[src/rtl/i2s_master_ctrl.sv]
// I2S master: derives sclk/lrclk from clk, captures the codec's stereo stream
// and hands left/right pairs to the DSP core over valid/ready with sticky overrun.
module i2s_master_ctrl #(
    parameter int SCLK_DIV    = 4,
    parameter int BITS_PER_CH = 32,
    parameter int DATA_W      = 24
) (
    input  logic                     clk,
    input  logic                     rst,
    input  logic                     en,
    input  logic                     sdin,
    output logic                     sclk,
    output logic                     lrclk,
    output logic signed [DATA_W-1:0] left,
    output logic signed [DATA_W-1:0] right,
    output logic                     sample_valid,
    input  logic                     sample_ready,
    output logic                     overrun,
    output logic                     running
);
    localparam int HALF_W = (SCLK_DIV > 1) ? $clog2(SCLK_DIV) : 1;
    localparam int CNT_W  = $clog2(2 * BITS_PER_CH);

    localparam logic [HALF_W-1:0] HALF_LAST  = HALF_W'(SCLK_DIV - 1);
    localparam logic [CNT_W-1:0]  FRAME_LAST = CNT_W'(2 * BITS_PER_CH - 1);
    localparam logic [CNT_W-1:0]  CH_BITS    = CNT_W'(BITS_PER_CH);
    localparam logic [CNT_W-1:0]  LAST_DATA  = CNT_W'(DATA_W);

    localparam logic [0:0] IDLE = 1'b0;
    localparam logic [0:0] RUN  = 1'b1;

    logic [0:0]        state;
    logic [HALF_W-1:0] half_cnt;
    logic [CNT_W-1:0]  bit_cnt;
    logic [DATA_W-1:0] shift_l;
    logic [DATA_W-1:0] shift_r;
    logic              pair_done;

    logic              half_tc;
    logic              sclk_rise;
    logic              sclk_fall;
    logic              frame_wrap;
    logic [CNT_W-1:0]  bit_next;
    logic [CNT_W-1:0]  slot_pos;
    logic              data_slot;
    logic              xfer;

    assign running = (state == RUN);

    always_comb begin
        half_tc    = (state == RUN) && (half_cnt == HALF_LAST);
        sclk_rise  = half_tc && !sclk;
        sclk_fall  = half_tc && sclk;
        frame_wrap = sclk_fall && (bit_cnt == FRAME_LAST);
        bit_next   = frame_wrap ? '0 : bit_cnt + CNT_W'(1);
        // lrclk always equals (bit_cnt >= BITS_PER_CH), so it selects the slot offset
        slot_pos   = lrclk ? bit_cnt - CH_BITS : bit_cnt;
        data_slot  = (slot_pos != '0) && (slot_pos <= LAST_DATA);
        xfer       = sample_valid && sample_ready;
    end

    // NOTE: state registers use non-blocking (<=) so every flop samples pre-edge values.
    always_ff @(posedge clk) begin
        if (rst) begin
            state    <= IDLE;
            half_cnt <= '0;
            bit_cnt  <= '0;
            sclk     <= 1'b0;
            lrclk    <= 1'b0;
        end else if (state == IDLE) begin
            half_cnt <= '0;
            bit_cnt  <= '0;
            sclk     <= 1'b0;
            lrclk    <= 1'b0;
            if (en) state <= RUN;
        end else begin
            half_cnt <= half_tc ? '0 : half_cnt + HALF_W'(1);
            if (half_tc) sclk <= !sclk;
            if (sclk_fall) begin
                bit_cnt <= bit_next;
                lrclk   <= (bit_next >= CH_BITS);
                // Stop only on the frame boundary, so sclk is already falling low
                if (frame_wrap && !en) state <= IDLE;
            end
        end
    end

    always_ff @(posedge clk) begin
        if (rst) begin
            shift_l   <= '0;
            shift_r   <= '0;
            pair_done <= 1'b0;
        end else begin
            if (sclk_rise && data_slot) begin
                if (lrclk) shift_r <= {shift_r[DATA_W-2:0], sdin};
                else       shift_l <= {shift_l[DATA_W-2:0], sdin};
            end
            pair_done <= sclk_rise && lrclk && (slot_pos == LAST_DATA);
        end
    end

    // A new pair always wins; an unaccepted older pair is lost and flagged.
    always_ff @(posedge clk) begin
        if (rst) begin
            left         <= '0;
            right        <= '0;
            sample_valid <= 1'b0;
            overrun      <= 1'b0;
        end else if (pair_done) begin
            left         <= $signed(shift_l);
            right        <= $signed(shift_r);
            sample_valid <= 1'b1;
            if (sample_valid && !sample_ready) overrun <= 1'b1;
        end else if (xfer) begin
            sample_valid <= 1'b0;
        end
    end

endmodule

[config.mk]
export PLATFORM = sky130hd
export DESIGN_NAME = i2s_master_ctrl
export DESIGN_NICKNAME = d
export VERILOG_FILES = /design/src/rtl/i2s_master_ctrl.sv
export SDC_FILE = /design/constraint.sdc
export NUM_CORES = 1
export LEC_CHECK = 0
export ABC_AREA = 1
export CORE_MARGIN = 3
export CORE_UTILIZATION = 58
export DETAILED_ROUTE_END_ITERATION = 10
export GPL_ROUTABILITY_DRIVEN = 0
export PLACE_DENSITY = 0.82
export SKIP_CTS_REPAIR_TIMING = 1
export SLEW_MARGIN = 20
export SYNTH_ARGS = -nofsm -noshare
export SYNTH_HDL_FRONTEND = slang
export SYNTH_SLANG_ARGS = --single-unit
[constraint.sdc]
create_clock -name clk -period 3.1 [get_ports clk]
set_input_delay 0.775 -clock clk [delete_from_list [all_inputs] [get_ports clk]]
set_output_delay 0.775 -clock clk [all_outputs]
set_load 0.1 [all_outputs]
==> reports/qor.yml <==
status: "finished, final reports clean"
wl_met1_mm: 3.37
grt_max_degree: 84
insertion_delay_ns: 0.36
highest_layer: "met4"
holdWs_ns: 0.433
slew_violations: 0
synth_area_per_cell_um2: 7.68
cts_made_buffers: 9
crit_path_start: "bit_cnt[0]"
finalHoldViolCount: 0
drtAntennaViolNets: 0
wirelength_mm: 7.24
max_freq_mhz: 494
final_cell_mix: "nand2_1 (108), dfxtp_1 (108), nor2_1 (77), inv_1 (57), buf_4 (57)"
relSlewSlack_pct: 61.8
crit_required_ns: 3.40
grt_antenna_before_repair: 0
yosys_warnings: 0
route.met2.wl_mm: 3.51
path_max_fanout: 27
r2r-start: "bit_cnt[0]"
p_sw_mw: 0.486
total_leakage_power_nw: 2.37
cts_sinks: 109
synth_top_cell_area_share_pct: 53.0
antenna_cells: 0
period_needed_ns: 2.02
drcViolationCount: 0
fin_worst_skew_ns: 0.00888
syn_area_mm2: 0.00412
worstMarginPinSlew_ns: 0.572
seq_area_frac_synth_pct: 53.0
cts_root_buffer: "clkbuf_8"
grt_pass1_wl_mm: 12.6
powerDensity_mw_per_mm2: 472
postLayoutCoreUtil_pct: 69.4
intPower_mw: 1.75
grt_overflow_total: 0
row_count: 30
dp_hpwl_mm: 4.80
routedWlPerCell_um: 10.7
ys_types: 22
num_vias: 3216
netlist_instances: 536
power_frac_comb_pct: 2.0
fillCellCount: 572
wl_met3_um: 263
port_buffers: 57
first_iter_violations: 164
rr_endpoint: "shift_l[14]"
pwr-share-clk_pct: 35.3
seqPwrFrac_pct: 62.7
nets: 586
hold_start: "half_cnt[0]"
start_util_pct: 60.3
die-area_mm2: 0.00815
rrSetupSlack_ns: 1.08
worstPathArrival_ns: 2.32
hp-class: "reg -> reg"
critPathKind: "reg -> reg"
cts_buffer_depth: 2
htreeDepth: 3
post-route-period-util_pct: 65.3
cap_violations: 0
tritoncts: "built"
p_total_mw: 2.24
drive_above_1_share_pct: 18.6
holdPathStages: 1
cts.clk_slew.worst_paths_ns: 0.09
rsz0062_at_grt: "no"
vdd_drop_max_v: 0.000265
syn-num-nets: 544
io_pins: 58
p_sw_share_pct: 21.7
viasPerCell: 4.74
die_w_um: 90.3
dr.pass1.iters: 4
die_y_um: 90.3
yosysTopAreaCell: "dfxtp_1"
area_growth_pct: 15.1
worstSetupEndpointType: "flip-flop"
grt_pass1_vias: 2979
reg2regPathDepth: 8
synth.top_cells.by_area: "dfxtp_1 (53%), nand2_1 (9.8%), nor2_1 (7.0%), a21oi_1 (6.7%), o21ai_0 (6.2%)"
grt_usage_pct: 18.7
synth-seq-cells: 109
min_to: "half_cnt[0]"
start_kind: "flip-flop"
setup-violations-final: 0
coreArea_mm2: 0.00683
tns_ns: 0
==> through the flow <==
stage,std cells,area [µm²],setup WS [ns]
after floorplan,536,4120,1.03
after global placement,663,4560,0.962
after detailed placement,663,4560,0.927
after CTS,678,4740,1.06
after global routing,678,4740,0.838
final,678,4740,1.08
==> sequential cells by signal (all words and copies together), names as in the netlist <==
register      flops
pair_done         1
shift_r          24
running           1
lrclk             1
right            24
bit_cnt           5
shift_l          24
overrun           1
left             24
sclk              1
half_cnt          2
sample_valid      1
==> kinds of logic after synthesis <==
kind of cell	synth area share (%)
adders and majority gates	0.911
and+or+nand+nor	23.3
AOI/OAI and AO/OA	13.1
DFF	53.0
buffers and inverters	9.51
xor gates and xnor gates	0.213
==> power by group through the flow <==
stage / logic [mW] / registers, mW / clock network (mW)
after floorplan: 0.0220 / 1.44 / 0
after global placement: 0.0447 / 1.44 / 0
after detailed placement: 0.0450 / 1.44 / 0
after CTS: 0.0451 / 1.40 / 0.817
after global routing: 0.0489 / 1.40 / 0.874
final: 0.0444 / 1.40 / 0.789
==> critical path, cell delays in order (launching register included) <==
cell and delay, ns:
dfxtp_1 0.37, inv_1 0.08, ha_1 0.24, nand3_1 0.14, nand4_2 0.46, buf_4 0.43, nand2_1 0.10, nand2_1 0.05
nor2_1 0.09
==> worst max-delay path by stage <==
stage	slack, ns	end
after floorplan	1.03	shift_r[10]
after global placement	0.96	right[4]
after detailed placement	0.93	right[8]
after CTS	1.06	shift_l[14]
after global routing	0.84	shift_l[13]
final	1.08	shift_l[14]
==> cells in the mapped netlist <==
cell type,n
a21oi_1,55
buf_1,1
buf_2,7
buf_6,6
clkbuf_1,17
dfxtp_1,109
ha_1,3
inv_1,57
inv_2,2
nand2_1,108
nand2_2,1
nand3_1,5
nand4_1,1
nand4_2,2
nor2_1,77
nor2_2,28
nor2_4,1
nor3_1,2
nor3b_1,1
o21a_1,1
o21ai_0,51
xnor2_1,1
==> layout make-up <==
type	count	area (µm²)	share of cell area (%)
well taps	96	120	2.53
flip-flops and latches	109	2180	46.0
repair buffers	62	488	10.3
clock inverters	4	32.5	0.686
inverters	59	221	4.67
clock buffers	11	151	3.19
multi-input cells	337	1550	32.6
==> routing by layer <==
metal	up-vias	track usage, %
met5	-	0
met4	0	6.12
met3	8	5.50
met2	40	33.9
met1	1429	21.1
li1	1739	-
Power figures use the tool's default switching activity.
